===== src/rtl/dice_roll_ctrl.sv =====
// rtl/dice_roll_ctrl.sv - electronic dice roll controller with BCD display value
//
// Purpose: selects a die (d4..d100) from the button bank, spins the value
// while the button is held, settles over eight ticks, then holds the result
// and blanks the display after 60 s of inactivity.
//
// Ports:
//   clk      system clock (32768 Hz)
//   rst      asynchronous active-high reset
//   tick     one-cycle 32 Hz pulse from the prescaler
//   btn      debounced button levels, bit0..6 = d4, d6, d8, d10, d12, d20, d100
//   digit1   BCD units digit of the die value
//   digit10  BCD tens digit of the die value (00 shows the d100 value 100)
//   rolling  high while spinning or settling
//   blank    high while asleep (display off)
//   done     one-cycle pulse when a roll result becomes final

module dice_roll_ctrl (
    input  logic       clk,
    input  logic       rst,
    input  logic       tick,
    input  logic [6:0] btn,
    output logic [3:0] digit1,
    output logic [3:0] digit10,
    output logic       rolling,
    output logic       blank,
    output logic       done
);

    typedef enum logic [1:0] {HOLD, SPIN, SETTLE, SLEEP} state_t;

    localparam logic [10:0] IDLE_LAST = 11'd1919;

    state_t      state;
    logic [7:0]  n_enc;       // BCD encoding of the latched number of sides
    logic [6:0]  btn_prev;
    logic        armed;       // set once btn has been seen at zero after reset
    logic [2:0]  settle_cnt;
    logic [10:0] idle_cnt;

    logic        press;
    logic [7:0]  press_enc;
    logic [7:0]  step_val;

    // A button still held through reset must be released before it counts.
    always_comb press = armed && (btn != 7'd0) && (btn_prev == 7'd0);

    // Lowest set button wins.
    always_comb begin
        press_enc = 8'h06;
        if (btn[0])      press_enc = 8'h04;
        else if (btn[1]) press_enc = 8'h06;
        else if (btn[2]) press_enc = 8'h08;
        else if (btn[3]) press_enc = 8'h10;
        else if (btn[4]) press_enc = 8'h12;
        else if (btn[5]) press_enc = 8'h20;
        else if (btn[6]) press_enc = 8'h00;
    end

    // Count down in BCD, wrapping 01 back to N; 00 (=100) wraps to 99.
    always_comb begin
        step_val = {digit10, digit1};
        if ({digit10, digit1} == 8'h01) begin
            step_val = n_enc;
        end else if (digit1 == 4'd0) begin
            if (digit10 == 4'd0) step_val = 8'h99;
            else                 step_val = {digit10 - 4'd1, 4'd9};
        end else begin
            step_val = {digit10, digit1 - 4'd1};
        end
    end

    always_ff @(posedge clk or posedge rst) begin
        if (rst) begin
            state      <= HOLD;
            n_enc      <= 8'h06;
            digit10    <= 4'd0;
            digit1     <= 4'd1;
            rolling    <= 1'b0;
            blank      <= 1'b0;
            done       <= 1'b0;
            btn_prev   <= 7'd0;
            armed      <= 1'b0;
            settle_cnt <= 3'd0;
            idle_cnt   <= 11'd0;
        end else begin
            btn_prev <= btn;
            done     <= 1'b0;
            if (btn == 7'd0) armed <= 1'b1;

            if (press && state != SPIN) begin
                // Press outranks a coincident tick in every accepting state.
                n_enc             <= press_enc;
                {digit10, digit1} <= press_enc;
                state             <= SPIN;
                rolling           <= 1'b1;
                blank             <= 1'b0;
                settle_cnt        <= 3'd0;
            end else begin
                case (state)
                    HOLD: begin
                        if (tick) begin
                            if (idle_cnt == IDLE_LAST) begin
                                state <= SLEEP;
                                blank <= 1'b1;
                            end else begin
                                idle_cnt <= idle_cnt + 11'd1;
                            end
                        end
                    end
                    SPIN: begin
                        if (btn == 7'd0) begin
                            state      <= SETTLE;
                            settle_cnt <= 3'd0;
                        end else begin
                            {digit10, digit1} <= step_val;
                        end
                    end
                    SETTLE: begin
                        if (tick) begin
                            {digit10, digit1} <= step_val;
                            if (settle_cnt == 3'd7) begin
                                state    <= HOLD;
                                rolling  <= 1'b0;
                                done     <= 1'b1;
                                idle_cnt <= 11'd0;
                            end else begin
                                settle_cnt <= settle_cnt + 3'd1;
                            end
                        end
                    end
                    SLEEP: begin
                        // Value retained; only a press leaves this state.
                    end
                    default: state <= HOLD;
                endcase
            end
        end
    end

endmodule

===== config.mk =====
export PLATFORM = sky130hd
export DESIGN_NAME = dice_roll_ctrl
export DESIGN_NICKNAME = d
export VERILOG_FILES = /design/src/rtl/dice_roll_ctrl.sv
export SDC_FILE = /design/constraint.sdc
export NUM_CORES = 1
export LEC_CHECK = 0
export BUFFER_PORTS_ARGS = -buffer_cell sky130_fd_sc_hd__buf_2
export CAP_MARGIN = 30
export CORE_MARGIN = 2
export CORE_UTILIZATION = 40
export DETAILED_ROUTE_END_ITERATION = 10
export HOLD_SLACK_MARGIN = 0.05
export SKIP_LAST_GASP = 1
export SLEW_MARGIN = 20
export SYNTH_ARGS = -nofsm -noshare
export SYNTH_HDL_FRONTEND = slang
export SYNTH_SLANG_ARGS = --single-unit
export TNS_END_PERCENT = 30

===== constraint.sdc =====
create_clock -name clk -period 5.6 [get_ports clk]
set_clock_uncertainty 0.2 [all_clocks]
set_input_delay 0 -clock clk [delete_from_list [all_inputs] [get_ports clk]]
set_output_delay 0 -clock clk [all_outputs]
set_load 0.1 [all_outputs]

# Word level (Yosys, flattened, before mapping)
# Index checks and enable logic that the tools add are counted.
op_classes:
  muxes: 47
  bitwise_logic: 1
  eq_ne: 17
  addsub: 4
  n_reduce_logical: 23
op_table:
  columns: ["cell", "count"]
  rows:
  - ["two-way mux 11 bit", 4]
  - ["two-way mux 6 bit", 6]
  - ["two-way mux 4 bit", 6]
  - ["two-way mux 8 bit", 3]
  - ["case mux 11 bit (2 select lines)", 1]
  - ["inequality test 3 bit (second input constant)", 7]
  - ["case mux 4 bit (2 select lines)", 2]
  - ["two-way mux 3 bit", 5]
  - ["logical NOT 7 bit", 2]
  - ["two-way mux 1 bit", 12]
  - ["two-way mux 2 bit", 6]
  - ["AND reduction 6 bit", 2]
  - ["nonzero test 2 bit", 6]
  - ["adder 11 x 1 -> 11 bit (second input constant)", 1]
  - ["equality test 11 bit (second input constant)", 1]
  - ["AND reduction 3 bit", 3]
  - ["equality test 8 x 1 -> 1 bit (second input constant)", 1]
  - ["logical NOT 4 bit", 2]
  - ["inequality test 2 bit (second input constant)", 4]
  - ["subtractor 4 x 1 -> 4 bit (second input constant)", 2]
  - ["nonzero test 7 bit", 1]
  - ["case mux 2 bit (3 select lines)", 1]
  - ["case mux 3 bit (2 select lines)", 1]
  - ["AND reduction 4 bit", 1]
  - ["10 further kinds", 12]
word_totals:
  input_bits: 10
  output_inout_bits: 11
  regBits: 43

# Depth between registers and ports, before layout
depth:
  ltp_word: 8
  mapped_depth: 9
  mapped_depth_nobuf: 7

# Least setup slack after synthesis
# Ideal clock, no wire load.
synth_path:
  path_kind: "reg2reg"
  from: "register digit10[0]"
  to: "register digit10[2]"
  path_stages_with_launch: 8
  setup_ns: 0.126
  required_ns: 5.274
  n_path_buf: 0
  arrival_time_ns: 2.339
  slack_ns: 2.935
  cell_sequence: "dfrtp_1 inv_1 ha_1 or3b_1 a21oi_1 a21oi_1 or2_1 a221o_1"
synth_between:
  elab_chain_len: 7
synth_lines:
  columns: ["item", "line", "text"]
  rows:
  - ["from (decl)", "24", "output logic [3:0] digit10,"]
  - ["from (signal assigned)", "94", "{digit10, digit1} <= press_enc;"]
  - ["from (signal assigned)", "116", "{digit10, digit1} <= step_val;"]
  - ["from (signal assigned)", "121", "{digit10, digit1} <= step_val;"]
  - ["subtractor 4 x 1 -> 4 bit or logical NOT 4 bit (tied branches)", "67, 66", null]
  - ["two-way mux 8 bit", "66", "if (digit10 == 4'd0) step_val = 8'h99;"]
  - ["two-way mux 8 bit", "65", "end else if (digit1 == 4'd0) begin"]
  - ["two-way mux 8 bit *", "63", "if ({digit10, digit1} == 8'h01) begin"]
  - ["two-way mux 4 bit (on tied branches)", "120, 112", null]
  - ["case mux 4 bit (2 select lines) *", "100", "case (state)"]
  - ["two-way mux 4 bit *", "91", "if (press && state != SPIN) begin"]
# Every way passes the cells marked *; elsewhere a longest branch is shown, timed or not. The select of a mux whose other input is x is not followed.
# A chain may end at the register's enable or synchronous reset.

# Final worst setup path
layout_path:
  from: "register state[1]"
  to: "register digit10[0]"
layout_between:
  elab_chain_len: 4
layout_lines:
  columns: ["item", "line", "text"]
  rows:
  - ["from (decl)", "34", "state_t state;"]
  - ["from (signal assigned)", "75", "state <= HOLD;"]
  - ["from (signal assigned)", "95", "state <= SPIN;"]
  - ["from (signal assigned)", "104", "state <= SLEEP;"]
  - ["inequality test 2 x 1 -> 1 bit", "91", null]
  - ["logical AND 1 bit", "91", null]
  - ["inequality test 3 bit (no line) or nonzero test 3 bit (tied branches)", null, null]
  - ["AND reduction 3 bit (no line)", null, null]
# Several ways; a longest one is shown, not always the timed one.

==> results.cfg <==
[place]
dpl.hpwl_mm = 3.353
gp_congestion = 0.7503
io_buffers = 20
placed_area_sq_um = 2395
post-place-ws_ns = 2.696

[floorplanning]
die_area_sq_um = 6243
core_area_sq_um = 5473
die_x_microns = 79.02
die_h_microns = 79.02
initial_utilization_pct = 41.13
io_pins = 21
row_count = 27

[clock_network]
path_clk_slew_ns = 0.08
clock_latency_ns = 0.29
numCtsBuffers = 5
cts.sinks = 40
ctsResizeCount = 0
cts_buffer_depth = 2
tritoncts = yes
cts_root_buf = clkbuf_8
htree_levels = 2

[power]
p_leak_nw = 1.167
peakVddDrop_v = 0.0003504
power_density_nw_per_um2 = 490.8

[timing]
hold_violations = 0
slew_violations = 0
rsz0062_at_grt = false
setup_violations = 0
worst_slew_pin_slew_ns = 0.7725
period_minus_slack_ns = 2.864
max_freq_mhz = 349.2
fin_crit_sh_pct = 51.14
holdWs_ns = 0.1662
tns_ns = 0
setup_slack_ns = 2.736
slew_headroom_pct = 48.31

[setup_path]
start_kind = flip-flop
endpoint_kind = flip-flop
path_cells = inv_1 > ha_1 > nor2_1 > nand4_1 > nor2_1 > o31ai_1 > mux2_1
crit_top_cell = nor2_1
crit_slowest_cell = nor2_1
slowest_delay_ns = 0.79
crit_family = simple AND/OR/NAND/NOR gates
path_buf_inv = 1
crit_fanout = 12
worst-setup-path-type = flip-flop to flip-flop
arrival_ns = 2.85
required_ns = 5.58

[yosys]
synth_edf_count = 0
synth-seq-cells = 40
ys_warn_count = 0
synth_flop_cell = dfrtp_1
syn_area_sq_um = 2251
synth_area_leaders = dfrtp_1, ha_1, nand2_1
postSynthCellCount = 235
synth_top_area_share_pct = 41.13
yosysTopAreaCell = dfrtp_1
syn_avg_cell_area_sq_um = 9.578
synthArstFlopShare_pct = 100.0
syn_nets = 252
synth.distinct_cells = 57
ys_seq_area_share_pct = 44.64

[global_routing]
antenna_found_initial = 0
grt_pass1_vias = 1735
grt.overflow.total = 0
grt_first_pass_wirelength_mm = 8.224
grt_max_degree = 41
track_usage_pct = 16.76

[drt]
wl_per_cell_microns = 14.22
drc = 0
drt_iter0_markers = 74
vias = 1806
ant_nets = 0
first_pass_iters = 4
viasPerCell = 5.407
finalWirelength_mm = 4.748

[layout]
areaGrowthSynthToFinish_pct = 14.73
drive_gt1_share_pct = 14.50
antenna_cells = 0
post-route-util_pct = 47.19
nets = 278
layout_common_cells = dfrtp_1, nand2_1, nor2_1, buf_2, a21oi_1
final_area_sq_um = 2582
final_common_cell = dfrtp_1

[flow_run]
max-cap-violations = 0

[run_status]
status = complete, no violations

[hold_path]
hold_class = primary input to asynchronous set/reset pin
worst paths after layout:
path / from / end / slack, ns / cells after the start
setup / recovery: state[1] / digit10[0] / 2.74 / 7
hold / removal: rst / idle_cnt[6] / 0.17 / 4
min in group clk: btn[3] / btn_prev[3] / 0.21 / 2
setup reg to reg: state[1] / digit10[0] / 2.74 / 7
max in group asynchronous: rst / digit1[0] / 4.67 / 4
hold reg to reg: n_enc[5] / n_enc[5] / 0.29 / 2
cell type report:
type / count / area [sq um]
clock buffers: 6 / 82.58
fillers: 527 / 2890
inverters: 11 / 41.29
repair buffers: 30 / 197.7
flip-flops and latches: 40 / 1005
well taps: 72 / 90.09
multi-input cells: 173 / 1151
clock inverters: 2 / 15.01
cell usage after synthesis (4+ instances only):
master	count
o21ai_1	5
nand3_1	7
nor3_1	6
dfrtp_1	37
nand2_1	23
inv_1	10
nand2b_1	4
mux2_1	4
buf_2	4
nor2_1	20
a21oi_1	15
nor4_1	7
ha_1	7
o2111ai_1	4
clkbuf_1	5
o21ai_0	4
or3_1	4
mux2i_1	6
a21o_1	6
metal layers:
metal	vias up	GRT usage, %	part of all wire (%)
met5	-	0	0
met4	0	5.345	1.2
met3	7	3.409	2.6
met2	27	26.44	46
met1	859	23.19	50
li1	913	-	-
power by group:
| group | total, W | internal, W | switching, W | leakage, nW |
|---|---|---|---|---|
| Clock | 0.000203 | 0.0000997 | 0.000103 | 0.0434 |
| Sequential | 0.000447 | 0.000359 | 0.0000886 | 0.493 |
| Combinational | 0.000618 | 0.000200 | 0.000417 | 0.631 |
worst min-delay path, stage by stage:
cell and delay (ns):
dlygate4sd3_1 0.53, buf_2 0.12, inv_1 0.04, buf_4 0.43
flip-flops by register name, indices dropped and copies added, names as in the netlist:
signal      count
settle_cnt      3
state           2
digit10         4
armed           1
digit1          4
idle_cnt       11
rolling         1
blank           1
btn_prev        7
done            1
n_enc           5
stage by stage:
step | std cells | total power [W]
5_1_grt | 334 | 0.001357
3_3_place_gp | 317 | 0.001061
6_report | 334 | 0.001267
2_1_floorplan | 235 | 0.0009538
3_5_place_dp | 317 | 0.001068
4_1_cts | 334 | 0.001279
kinds of logic (layout without fill, tap and decap cells):
kind of cell	Yosys count	in the layout	synth area share, %
xor+xnor	3	3	1.168
flops	40	40	44.64
fa+ha+maj	7	7	3.891
compound gates	53	53	16.45
mux	10	10	4.669
simple gates	100	100	24.96
buf+inv	22	49	4.225
repair_timing:
item                      CTS  global route
setup buffers               0             0
hold buffers                9             0
hold endpoints to repair   59             0
(Power assumes the default switching activity.)
